$ cat src/rtl/exec_ctrl.sv
`timescale 1ns/1ps
// exec_ctrl: run/halt/single-step sequencer for the processor datapath.
// Decides on which clk cycles the PC may advance and the register file may
// write, so the whole core runs on a single free-running clock.
//
// Ports:
//   clk        system clock
//   Reset      synchronous, active-high reset
//   StepKey    raw step pushbutton, active-low, asynchronous to clk
//   RunSw      1 = run continuously, 0 = halt/step mode (quasi-static)
//   BrkEn      breakpoint enable
//   BrkAddr    breakpoint PC address
//   Adds       current PC value
//   WEin       register write enable from the decoder
//   PCEn       PC advance enable, one-cycle pulse per instruction
//   WEout      gated register write enable (WEin & PCEn)
//   State      00 HALT, 01 RUN, 10 STEP, 11 BREAK
//   Halted     1 in HALT or BREAK
//   InstCount  retired instruction count (wraps)
module exec_ctrl #(
    parameter int DEB_CYCLES = 16,
    parameter int RUN_DIV    = 4,
    parameter int ADDR_W     = 16
) (
    input  logic              clk,
    input  logic              Reset,
    input  logic              StepKey,
    input  logic              RunSw,
    input  logic              BrkEn,
    input  logic [ADDR_W-1:0] BrkAddr,
    input  logic [ADDR_W-1:0] Adds,
    input  logic              WEin,
    output logic              PCEn,
    output logic              WEout,
    output logic [1:0]        State,
    output logic              Halted,
    output logic [15:0]       InstCount
);

    localparam int             DCW      = $clog2(DEB_CYCLES + 1);
    localparam logic [DCW-1:0] DEB_LAST = DCW'(DEB_CYCLES - 1);
    localparam logic [15:0]    DIV_LAST = 16'(RUN_DIV - 1);

    typedef enum logic [1:0] {
        S_HALT = 2'b00,
        S_RUN  = 2'b01,
        S_STEP = 2'b10,
        S_BRK  = 2'b11
    } state_t;

    state_t         r_state, w_next;
    logic           r_sync1, r_sync2;
    logic           r_deb_lvl, r_deb_prev;
    logic [DCW-1:0] r_deb_cnt;
    logic [1:0]     r_fill;
    logic           r_armed;
    logic [15:0]    r_div;
    logic [15:0]    r_inst;
    logic           w_press, w_brk_hit, w_issue_pt, w_pcen;

    // Step key conditioning. r_fill marks when the synchroniser holds real
    // samples again after reset. r_armed blocks press events until the key
    // has been seen released, so a key held through reset cannot step.
    always_ff @(posedge clk) begin
        if (Reset) begin
            r_sync1    <= 1'b1;
            r_sync2    <= 1'b1;
            r_deb_lvl  <= 1'b1;
            r_deb_prev <= 1'b1;
            r_deb_cnt  <= '0;
            r_fill     <= 2'b00;
            r_armed    <= 1'b0;
        end else begin
            r_sync1    <= StepKey;
            r_sync2    <= r_sync1;
            r_deb_prev <= r_deb_lvl;
            r_fill     <= {r_fill[0], 1'b1};
            if (r_sync2 != r_deb_lvl) begin
                if (r_deb_cnt == DEB_LAST) begin
                    r_deb_lvl <= r_sync2;
                    r_deb_cnt <= '0;
                end else begin
                    r_deb_cnt <= r_deb_cnt + DCW'(1);
                end
            end else begin
                r_deb_cnt <= '0;
            end
            if (r_fill[1] && r_sync2 && r_deb_lvl)
                r_armed <= 1'b1;
        end
    end

    assign w_press    = r_armed & r_deb_prev & ~r_deb_lvl;
    assign w_brk_hit  = BrkEn && (Adds == BrkAddr);
    assign w_issue_pt = (r_div == DIV_LAST);

    // A breakpoint suppresses the issue itself; STEP ignores it so stepping
    // out of BREAK executes the breakpointed instruction once.
    assign w_pcen = (r_state == S_STEP) ||
                    ((r_state == S_RUN) && RunSw && w_issue_pt && !w_brk_hit);

    always_comb begin
        w_next = r_state;
        case (r_state)
            S_HALT: begin
                if (RunSw)        w_next = S_RUN;
                else if (w_press) w_next = S_STEP;
            end
            S_RUN: begin
                if (!RunSw)                      w_next = S_HALT;
                else if (w_issue_pt && w_brk_hit) w_next = S_BRK;
            end
            S_STEP: w_next = S_HALT;
            S_BRK: begin
                if (!RunSw)       w_next = S_HALT;
                else if (w_press) w_next = S_STEP;
            end
            default: w_next = S_HALT;
        endcase
    end

    // Divider only advances while running; any other state parks it at 0,
    // so each RUN entry starts a fresh issue period.
    always_ff @(posedge clk) begin
        if (Reset) begin
            r_state <= S_HALT;
            r_div   <= '0;
            r_inst  <= '0;
        end else begin
            r_state <= w_next;
            r_inst  <= r_inst + 16'(w_pcen);
            if ((r_state == S_RUN) && RunSw)
                r_div <= w_issue_pt ? 16'd0 : r_div + 16'd1;
            else
                r_div <= '0;
        end
    end

    assign PCEn      = w_pcen;
    assign WEout     = WEin & w_pcen;
    assign State     = r_state;
    assign Halted    = (r_state == S_HALT) || (r_state == S_BRK);
    assign InstCount = r_inst;

endmodule

$ cat config.mk
export PLATFORM = sky130hd
export DESIGN_NAME = exec_ctrl
export DESIGN_NICKNAME = d
export VERILOG_FILES = /design/src/rtl/exec_ctrl.sv
export SDC_FILE = /design/constraint.sdc
export NUM_CORES = 1
export LEC_CHECK = 0
export ABC_CLOCK_PERIOD_IN_PS = 5700
export CAP_MARGIN = 25
export CORE_MARGIN = 4
export CORE_UTILIZATION = 46
export DETAILED_ROUTE_END_ITERATION = 8
export HOLD_SLACK_MARGIN = 0.02
export PLACE_DENSITY_LB_ADDON = 0.3
export SLEW_MARGIN = 20
export SYNTH_ARGS = -nofsm -noshare
export SYNTH_HDL_FRONTEND = slang
export SYNTH_SLANG_ARGS = --single-unit
$ cat constraint.sdc
create_clock -name clk -period 5.7 [get_ports clk]
set_clock_uncertainty 0.15 [all_clocks]
set_input_delay 1.71 -clock clk [delete_from_list [all_inputs] [get_ports clk]]
set_output_delay 1.71 -clock clk [all_outputs]
set_load 0.005 [all_outputs]
==> results.json <==
{
  "final_hold_viol_count": 0,
  "holdWs_ns": 0.270,
  "dieArea_um2": 5830,
  "status": "finished, final reports clean",
  "ant_nets": 0,
  "grt_first_pass_wirelength_um": 8160,
  "clkLatencyLatePin_ns": 0.29,
  "startpoint_type": "primary input",
  "antenna_found_initial": 0,
  "wl_um": 4680,
  "areaGrowthSynthToFinish_pct": 34.1,
  "cap_violations": 0,
  "total_power_mw": 0.594,
  "synth_top_area_cell": "dfxtp_1",
  "crit_fanout": 2,
  "synth-seq-cells": 46,
  "holdPathEnd": "r_sync2",
  "dpl.cell_count": 349,
  "dieHeight_um": 76.4,
  "rrSetupSlack_ns": 2.51,
  "synth_area_um2": 2150,
  "period_minus_slack_ns": 5.60,
  "power_density_nw_per_um2": 206,
  "ys_top_cells_by_area": "dfxtp_1 (43%), xnor2_1 (13%), nor2_1 (7.3%), ha_1 (5.2%), xor2_1 (4.9%)",
  "comb_power_share_pct": 11.1,
  "period_share_pct": 98.3,
  "worstMarginPinSlew_ns": 0.922,
  "antennaDiodeCount": 0,
  "cp_num_buf_inv": 2,
  "dp_hpwl_um": 3530,
  "rsz0062_at_grt": "false",
  "drc": 0,
  "critical_path_depth": 7,
  "grt_usage_pct": 16.9,
  "place.gp.congestion": 0.776,
  "die_w_um": 76.4,
  "cts.path.max_buffers": 2,
  "relSlewSlack_pct": 38.3,
  "final_cell_mix": "clkdlybuf4s50_1 (58), dfxtp_1 (46), nor2_1 (42)",
  "root_buffer": "clkbuf_8",
  "irDropWorstVdd_v": 0.000161,
  "cts.sinks": 46,
  "cts_setup_buffers": 0,
  "syn-num-nets": 291,
  "crit_arrival_ns": 3.74,
  "cpMaxStageDelayCell": "clkdlybuf4s50_1",
  "rows": 24,
  "vias": 1812,
  "yosysTopAreaCellShare_pct": 42.8,
  "p_switching_mw": 0.139,
  "fmax_mhz": 179,
  "nets": 351,
  "reg2reg_to": "InstCount[13]",
  "criticalPathCategory": "in2out",
  "tritoncts.num_buffers": 5,
  "crit_chain": "clkdlybuf4s50_1, xnor2_1, nand3_1, nor4_4, nand2b_1, a41o_1, clkdlybuf4s50_1",
  "port_buffers": 58,
  "crit_path_end_kind": "primary output",
  "synth_cell_types": 36,
  "seqPwrFrac_pct": 55.2,
  "clkPwrFrac_pct": 33.7,
  "cp.required_ns": 3.84,
  "synth_cells": 244,
  "setup_ws_ns": 0.0980,
  "post_route_cells_drive_above_1_share_pct": 5.25,
  "start_util_pct": 48.4,
  "sw_frac_of_total_pct": 23.5,
  "setup_tns_ns": 0,
  "vias_per_cell": 5.08,
  "reg2reg_depth": 10,
  "postCtsHoldBufs": 0,
  "final_common_cell": "clkdlybuf4s50_1",
  "core_um2": 4440,
  "async_flop_share_pct": 0,
  "critPathTopFamily": "buffers and inverters",
  "setup_violations": 0,
  "hp-start": "r_sync1",
  "synth_edf_count": 0,
  "dominantRegCellSynth": "dfxtp_1",
  "syn_area_per_cell_um2": 8.81,
  "drt_iter0_drc": 109,
  "yosysSeqAreaShare_pct": 42.8,
  "leakagePower_nw": 0.991,
  "place_ws_ns": 0.00238,
  "min_path_type": "reg2reg",
  "path_clk_slew_ns": 0.09,
  "grt_pass1_vias": 1774,
  "htree_num_levels": 2,
  "fin_cells": 357,
  "hold_path_depth": 1,
  "firstDrtPassIters": 4,
  "worstReg2RegStart": "r_div[0]",
  "detail_route.wl_per_cell_um": 13.1,
  "finalMaxSlewViolations": 0,
  "grt_max_degree": 28,
  "max_stage_delay_ns": 0.45,
  "ys_warn_count": 0,
  "grt-ovfl-total": 0,
  "internal_power_mw": 0.454,
  "cpMostUsedCell": "clkdlybuf4s50_1",
  "ios": 59,
  "cts_tree": "yes"
}
-- cells in the mapped netlist (5+ instances only) --
cell type / instances
dfxtp_1: 46
nand3_1: 14
or3_1: 6
xor2_1: 12
ha_1: 9
nand4_1: 8
xnor2_1: 31
a21oi_1: 8
nor4_1: 5
nand2_1: 12
nor2_1: 42
inv_1: 11
-- per-layer routing --
metal  track usage (%)  vias up  part of all wire (%)
met5                 0        -                     0
met4              5.43        0                   1.2
met2              27.6       59                    45
li1                  -      936                     -
met3              6.50        4                   7.0
met1              20.5      813                    47
-- registers in the layout, indices dropped and copies added (netlist names) --
register and count:
InstCount 16, r_div 16, r_deb_cnt 5, State 2, r_fill 2, r_armed 1
r_deb_lvl 1, r_deb_prev 1, r_sync1 1, r_sync2 1
-- what timing repair did --
item	CTS	global route
setup endpoints to repair	1	1
gates cloned	0	0
pin swaps	0	0
resized for setup	1	1
-- worst max-delay path by stage --
stage	start	endpoint	slack, ns
after floorplan	BrkAddr[1]	PCEn	1.23
after global placement	BrkAddr[6]	PCEn	0.08
after detailed placement	BrkAddr[6]	PCEn	0.002
after CTS	BrkAddr[6]	PCEn	0.07
after global routing	BrkAddr[6]	PCEn	0.005
final	BrkAddr[6]	PCEn	0.1
-- cell families (layout without fill, tap and decap cells) --
| family | after synthesis | count (layout) | share of synthesized area (%) |
|---|---|---|---|
| AO/OA/AOI/OAI | 17 | 17 | 4.83 |
| XOR/XNOR | 43 | 43 | 17.5 |
| buffers and inverters | 16 | 77 | 2.91 |
| flip-flops | 46 | 46 | 42.8 |
| adder cells (fa/ha/maj) | 9 | 9 | 5.24 |
| multiplexers | 2 | 2 | 0.989 |
| AND/OR/NAND/NOR | 111 | 111 | 25.7 |
-- power groups by stage --
stage	Clock, mW	Sequential (mW)	Combinational (mW)
6_report	0.200	0.327	0.0660
5_1_grt	0.223	0.328	0.0713
4_1_cts	0.206	0.328	0.0656
3_5_place_dp	0	0.335	0.0646
3_3_place_gp	0	0.335	0.0630
2_1_floorplan	0	0.335	0.0269
-- final cells by class --
cell class | instances | area (µm²)
Sequential cell | 46 | 921
Tap cell | 52 | 65.1
Clock inverter | 3 | 25.0
Inverter | 11 | 41.3
Clock buffer | 5 | 68.8
Multi-Input combinational cell | 182 | 1180
Fill cell | 389 | 1560
Timing Repair Buffer | 58 | 581
-- per-stage QoR --
step           area, µm²  util [%]
6_report            2880      64.9
5_1_grt             2880      64.9
4_1_cts             2880      64.7
3_5_place_dp        2780      62.4
3_3_place_gp        2780      62.4
2_1_floorplan       2150         -
(Power assumes the default switching activity.)
